--- config.mk ---
export PLATFORM = sky130hd
export DESIGN_NAME = regbus_ctrl
export DESIGN_NICKNAME = d
export VERILOG_FILES = /design/src/rtl/regbus_ctrl.sv
export SDC_FILE = /design/constraint.sdc
export NUM_CORES = 1
export LEC_CHECK = 0
export CAP_MARGIN = 20
export CORE_MARGIN = 2
export CORE_UTILIZATION = 45
export CTS_BUF_LIST = sky130_fd_sc_hd__clkbuf_4 sky130_fd_sc_hd__clkbuf_8
export DETAILED_ROUTE_END_ITERATION = 7
export PLACE_DENSITY_LB_ADDON = 0.05
export SLEW_MARGIN = 10
export SYNTH_ARGS = -nofsm -noshare
export SYNTH_HDL_FRONTEND = slang
export SYNTH_SLANG_ARGS = --single-unit
export TNS_END_PERCENT = 20
--- constraint.sdc ---
create_clock -name clk -period 3.24 [get_ports clk]
set_input_delay 0.648 -clock clk [delete_from_list [all_inputs] [get_ports clk]]
set_output_delay 0.648 -clock clk [all_outputs]
set_load 0.03 [all_outputs]
--- src/rtl/regbus_ctrl.sv ---
// Operand-read / writeback controller for a register array on shared read buses.
// Define REGBUS_BYPASS_EN to forward an in-flight store into operands captured during DRIVE.
module regbus_ctrl #(
    parameter int unsigned XLEN = 32
) (
    input  logic            clk,
    input  logic            reset_n,
    input  logic            req_valid,
    output logic            req_ready,
    input  logic [4:0]      rs1,
    input  logic [4:0]      rs2,
    output logic [31:0]     enable_a,
    output logic [31:0]     enable_b,
    input  logic [XLEN-1:0] a_bus,
    input  logic [XLEN-1:0] b_bus,
    output logic            op_valid,
    input  logic            op_ready,
    output logic [XLEN-1:0] op_a,
    output logic [XLEN-1:0] op_b,
    input  logic            wb_valid,
    output logic            wb_ready,
    input  logic [4:0]      wb_rd,
    input  logic [XLEN-1:0] wb_data,
    output logic [31:0]     store,
    output logic [XLEN-1:0] data
);

    typedef enum logic [1:0] {IDLE, DRIVE, HOLD} state_t;

    state_t    state;
    logic [4:0] rs1_q;
    logic [4:0] rs2_q;

    // Register x0 is hardwired to zero, so it is never enabled or written.
    function automatic logic [31:0] onehot(input logic [4:0] idx);
        onehot = '0;
        if (idx != '0) onehot[idx] = 1'b1;
    endfunction

    // Ready flags decode from reset_n so they rise in the very first cycle out of reset.
    assign req_ready = reset_n && (state == IDLE);
    assign wb_ready  = reset_n;

    logic [XLEN-1:0] cap_a;
    logic [XLEN-1:0] cap_b;

`ifdef REGBUS_BYPASS_EN
    always_comb begin
        cap_a = (store[rs1_q]) ? data : a_bus;
        cap_b = (store[rs2_q]) ? data : b_bus;
    end
`else
    always_comb begin
        cap_a = a_bus;
        cap_b = b_bus;
    end
`endif

    always_ff @(posedge clk) begin
        if (!reset_n) begin
            state    <= IDLE;
            rs1_q    <= '0;
            rs2_q    <= '0;
            enable_a <= '0;
            enable_b <= '0;
            op_valid <= 1'b0;
            op_a     <= '0;
            op_b     <= '0;
            store    <= '0;
            data     <= '0;
        end else begin
            store <= '0;
            if (wb_valid && wb_rd != '0) begin
                store <= onehot(wb_rd);
                data  <= wb_data;
            end

            case (state)
                IDLE: begin
                    if (req_valid) begin
                        rs1_q    <= rs1;
                        rs2_q    <= rs2;
                        enable_a <= onehot(rs1);
                        enable_b <= onehot(rs2);
                        state    <= DRIVE;
                    end
                end
                DRIVE: begin
                    enable_a <= '0;
                    enable_b <= '0;
                    op_a     <= (rs1_q == '0) ? '0 : cap_a;
                    op_b     <= (rs2_q == '0) ? '0 : cap_b;
                    op_valid <= 1'b1;
                    state    <= HOLD;
                end
                HOLD: begin
                    if (op_ready) begin
                        op_valid <= 1'b0;
                        state    <= IDLE;
                    end
                end
                default: begin
                    enable_a <= '0;
                    enable_b <= '0;
                    op_valid <= 1'b0;
                    state    <= IDLE;
                end
            endcase
        end
    end

endmodule

==> metrics <==
status finished clean; cell taking the most area after synthesis dfxtp_1; f_max 400.4 MHz; DR vias/cell 5.273; IO Count 311; Pre-antenna DRT Iters 4; CTS buffer count 34; CP Capture Type primary output; CP Launch Type flip-flop; commonest cells in the synthesized netlist dfxtp_1 (205), a22o_1 (122), o2bb2ai_1 (35); Req. time, crit path 2590 ps; die width 126.0 µm; Internal Power 4.228 mW; area of the mapped netlist 0.006696 mm²; critical path depth 3; Initial Utilization 46.07%; Row Count 44; Vias 5690; CTS tree built; PortBufs 310; sequential share of power 47.5%; CP max FO 18; relative slew slack 39.83%; Ys Warns 0; Syn Area/Cell 11.75 µm²; Clock Latency Late Sink 500 ps; gp weighted congestion 0.8208; Post-synth EDFFs 0; Worst path max stage delay 750 ps; first-pass GRT wire length 31330 µm; hold path depth 1; TritonCTS Sinks 205; grt total ovfl 0; vias in the first global route 5683; Final Skew 12.33 ps; Hold/Removal Path Class flip-flop to flip-flop; WL final 20040 µm; slowest CP cell dfxtp_1; Mapped Nets 686; PostCTS Resize Cnt 0; Core Area 0.01453 mm²; DRC Markers 0; RSZ-0062 raised after global routing false; largest net degree at the start of global routing 65; Post-CTS Hold Buffers 0; n_diodes 0; Static Leakage 3.913 nW; maximum buffer depth of the clock tree 3; critical path class flip-flop to primary output; Final Slew Violations 0; die height 126.0 µm; final net count 993; Switch Pwr 1.335 mW; r2r worst-path depth 3; critical path's top delay family flip-flops; Syn Inst Count 570; Final ANT Viol Nets 0; register area share after synthesis 61.29%; most frequent cell after synthesis dfxtp_1; Total Power 5.563 mW; die area 0.01587 mm²; Slew @ Worst Pin 900.3 ps; # setup viols final 0; post-synth cell types 41; Synth top area share 61.29%; Hold Violations, Final 0; minimum clock period 2497 ps; Fin Setup TNS 0 ps; #FFs+latches synth 205; post-CTS setup repair buffer count 0; fin crit share 77.07%; clk slew on worst S/H paths 50 ps; Max-Cap Viols 0; power per cell area 527.6 mW/mm²; initial drt markers 330; Sw Ratio 23.99%; Arr. time, crit path 1850 ps; Area contributors post-synth dfxtp_1 (61%), a22o_1 (16%), o2bb2ai_1 (4.6%); Async SR Flop Fraction 0%; CP Cell Sequence nand2b_1, nor2_1, buf_4; VDD IR max 0.0003640 V; CTS Root Cell clkbuf_8; initial antenna violation count 0; Synth Flop Type dfxtp_1; synthesis-to-finish area growth 57.44%; Comb power frac 11.7%; H-tree depth 2; total global routing track utilization 24.41%; power share of the clock group 40.8%; DP Worst Slack 617.1 ps; crit path buf inv count 1; Post-DP HPWL 14450 µm; routed len/inst 18.57 µm; Worst Slack Setup Final 742.8 ps; fraction of layout cells with a size suffix above 1 8.603%
## state kept, by name (all words and copies together), names as in the netlist
| name | count |
|---|---|
| rs1_q | 5 |
| data | 32 |
| enable_a | 32 |
| op_b | 32 |
| op_valid | 1 |
| enable_b | 32 |
| op_a | 32 |
| state | 2 |
| rs2_q | 5 |
| store | 32 |
## layout make-up
| cell class | instances | area, µm² |
|---|---|---|
| flip-flops and latches | 205 | 4104 |
| fillers | 1018 | 3991 |
| repair buffers | 318 | 3171 |
| multi-input cells | 316 | 2346 |
| clock buffers | 53 | 679.4 |
| well taps | 184 | 230.2 |
| inverters | 2 | 7.507 |
| clock inverters | 1 | 5.005 |
## stage by stage
step / hold WS [ps] / util, % / instances / area [µm²]
5_1_grt: 477.9 / 72.54 / 1079 / 10540
3_3_place_gp: 447.0 / 67.83 / 1025 / 9858
2_1_floorplan: 452.2 / - / 570 / 6696
3_5_place_dp: 445.2 / 67.83 / 1025 / 9858
6_report: 457.9 / 72.54 / 1079 / 10540
4_1_cts: 462.0 / 72.54 / 1079 / 10540
## path summary, 6_finish.rpt
path	start	endpoint	slack (ps)
setup / recovery	state[0]	req_ready	740
hold / removal	enable_a[15]	enable_a[15]	460
setup reg to reg	state[0]	enable_a[17]	1400
hold reg to reg	enable_a[15]	enable_a[15]	460
## power groups by stage
stage / Combinational, mW / Clock [mW] / Sequential, mW
floorplan: 0.215 / 0 / 2.81
global placement: 0.643 / 0 / 2.69
detailed placement: 0.650 / 0 / 2.70
CTS: 0.654 / 2.32 / 2.64
global route: 0.691 / 2.42 / 2.65
finish: 0.653 / 2.27 / 2.64
## layer usage
layer	part of all wire [%]	wire length, µm	up-vias	GRT usage, %
met5	0	0	-	0
li1	-	-	2738	-
met3	6.7	1336	43	5.947
met1	42	8443	2684	30.09
met4	3.2	637	0	10.34
met2	48	9621	225	40.89
## placed cells by master, fill, tap and decap left out, drive strengths merged, types with 5 or more instances in the layout
master / count
nor3b: 10
o21ai: 12
nand3b: 10
buf: 10
o2bb2ai: 35
clkbuf: 53
a22o: 122
nand3: 7
nand2b: 5
nor3: 16
a21boi: 12
nand2: 22
nor2: 26
clkdlybuf4s50: 308
dfxtp: 205
nor2b: 9
## logic make-up after synthesis
| family | Yosys count | share of synthesized area (%) |
|---|---|---|
| other | 1 | 0.05600 |
| AO/OA/AOI/OAI | 190 | 24.08 |
| buffers and inverters | 49 | 3.849 |
| flip-flops | 205 | 61.29 |
| AND/OR/NAND/NOR | 125 | 10.72 |
## worst reg2reg max path, cell delays in order (launching register included)
cell and delay (ps):
dfxtp_1 520, nand2b_1 460, nor3b_1 580, a22o_1 220
Power figures use the tool's default switching activity.
==> edit: new RTL, same flow settings <==
Change the parameter `XLEN` from 32 to 64.
--- a/src/rtl/regbus_ctrl.sv
+++ b/src/rtl/regbus_ctrl.sv
@@ -1,7 +1,7 @@
 // Operand-read / writeback controller for a register array on shared read buses.
 // Define REGBUS_BYPASS_EN to forward an in-flight store into operands captured during DRIVE.
 module regbus_ctrl #(
-    parameter int unsigned XLEN = 32
+    parameter int unsigned XLEN = 64
 ) (
     input  logic            clk,
     input  logic            reset_n,
Interface: changed (6 resized); port bits go from 311 to 503. No check against the original RTL was run, so the function may have changed too.
==> edit against the unedited design <==
- sequential cell count grew 96
- sequential power grew 50%
- cell count grew 75%
- sequential share of layout area shrank 4.9 points
- critical endpoint unchanged
- die area grew 70%
- cell area grew 68%
- count of clock-buffer cells in the layout grew 24
- total power grew 59%
- via count grew 92%
- worst setup slack lost 0.40 ns
- wire length grew 110%
- register-to-register slack lost 0.13 ns
- synthesized area grew 73%
==> edit: results (changes against the unedited design) <==
status - finished, final reports clean
initial antenna violation count - 5 (+5)
register area share after synthesis - 52.1% (-9.2 points)
first-pass GRT wire length - 60200 µm (+92%)
worst skew pair latency - 0.57 ns (+0.07 ns)
Met2 Wirelength - 20300 µm (+110%)
largest net degree at the start of global routing - 145 (+120%)
total number of vias - 10898 (+92%)
TritonCTS Buffers - 50 (+47%)
routability-driven placement congestion ratio - 0.922 (+12%)
Cell variety after synth - 46 (+12%)
family with the most delay on the worst path - buffers and inverters
Crit Path Max Fanout - 15 (-3)
FF-to-FF End - enable_a[3]
met1 WL - 16500 µm (+95%)
gr usage total - 29.2% (+4.7 points)
layout cells sized above 1 - 8.09% (-0.52 points)
Slew headroom - 45.0% (+5.2 points)
final net count - 1741 (+75%)
Worst Reg-to-Reg Cells - 4 (+1)
vias in the first global route - 10076 (+77%)
1st-iter DRT viols - 762 (+130%)
highest routed layer - met5
Syn Nets - 1293 (+88%)
post-synthesis mux area share - 0.865% (+0.87 points)
max incr delay on CP - 0.64 ns (-0.11 ns)
## edit: cell count changes after synthesis, moves of 11 or more
cell and delta:
dfxtp_1 +96, nand2_1 +52, clkbuf_1 +59, o311ai_1 +54, o21ai_0 -11, a22o_1 +32, nand4_1 +66, and3b_1 +62
a41oi_1 +64, buf_2 +12
## edit: routing by layer
metal  vias to the layer above  track usage, %
met4                         4            12.0
met1                      5285            34.5
met3                        82            10.1
met5                         -               0
li1                       5127               -
met2                       400            48.3
## edit: cell families (layout without fill, tap and decap cells)
group           after synthesis  in the layout
compound gates              326            326
mux                          10             10
simple gates                313            313
other cells                   1              4
flops                       301            301
buf+inv                     130            607
## edit: worst register-to-register path, cell delays in order (launching register included)
cell,delay (ns)
dfxtp_1,0.64
nand2b_1,0.22
and3_2,0.62
buf_16,0.26
a22o_1,0.17
## edit: through the flow
stage / cell area [µm²] / hold WS [ns] / instances
after detailed placement: 16700 / 0.447 / 1805
after global placement: 16700 / 0.445 / 1805
after CTS: 17700 / 0.465 / 1886
final: 17700 / 0.464 / 1891
after floorplan: 11600 / 0.483 / 1081
after global routing: 17700 / 0.480 / 1891
## edit: power by group through the flow
stage / Sequential (µW) / Clock [µW] / Combinational, µW
6_report: 3970 / 3390 / 1500
5_1_grt: 3990 / 3620 / 1590
4_1_cts: 3970 / 3460 / 1490
3_5_place_dp: 4040 / 0 / 1490
3_3_place_gp: 4040 / 0 / 1460
2_1_floorplan: 4320 / 0 / 480
## edit: cell type report
| cell class | count | area (µm²) |
|---|---|---|
| clock buffer | 77 | 953 |
| multi-input combinational | 650 | 4980 |
| clock inverter | 4 | 37.5 |
| sequential | 301 | 6030 |
| fill | 1957 | 7460 |
| tap | 330 | 413 |
| inverter | 6 | 22.5 |
| antenna | 3 | 7.51 |
| timing repair buffer | 520 | 5270 |
## edit: worst max path at each step
stage | from | to | slack [ns] | cells after the start
after detailed placement | wb_rd[2] | data[39] | 0.49 | 5
after CTS | state[1] | req_ready | 0.32 | 3
after global placement | wb_rd[4] | data[52] | 0.57 | 5
after floorplan | reset_n | req_ready | 1.13 | 4
after global routing | state[1] | req_ready | 0.24 | 3
final | state[1] | req_ready | 0.34 | 3
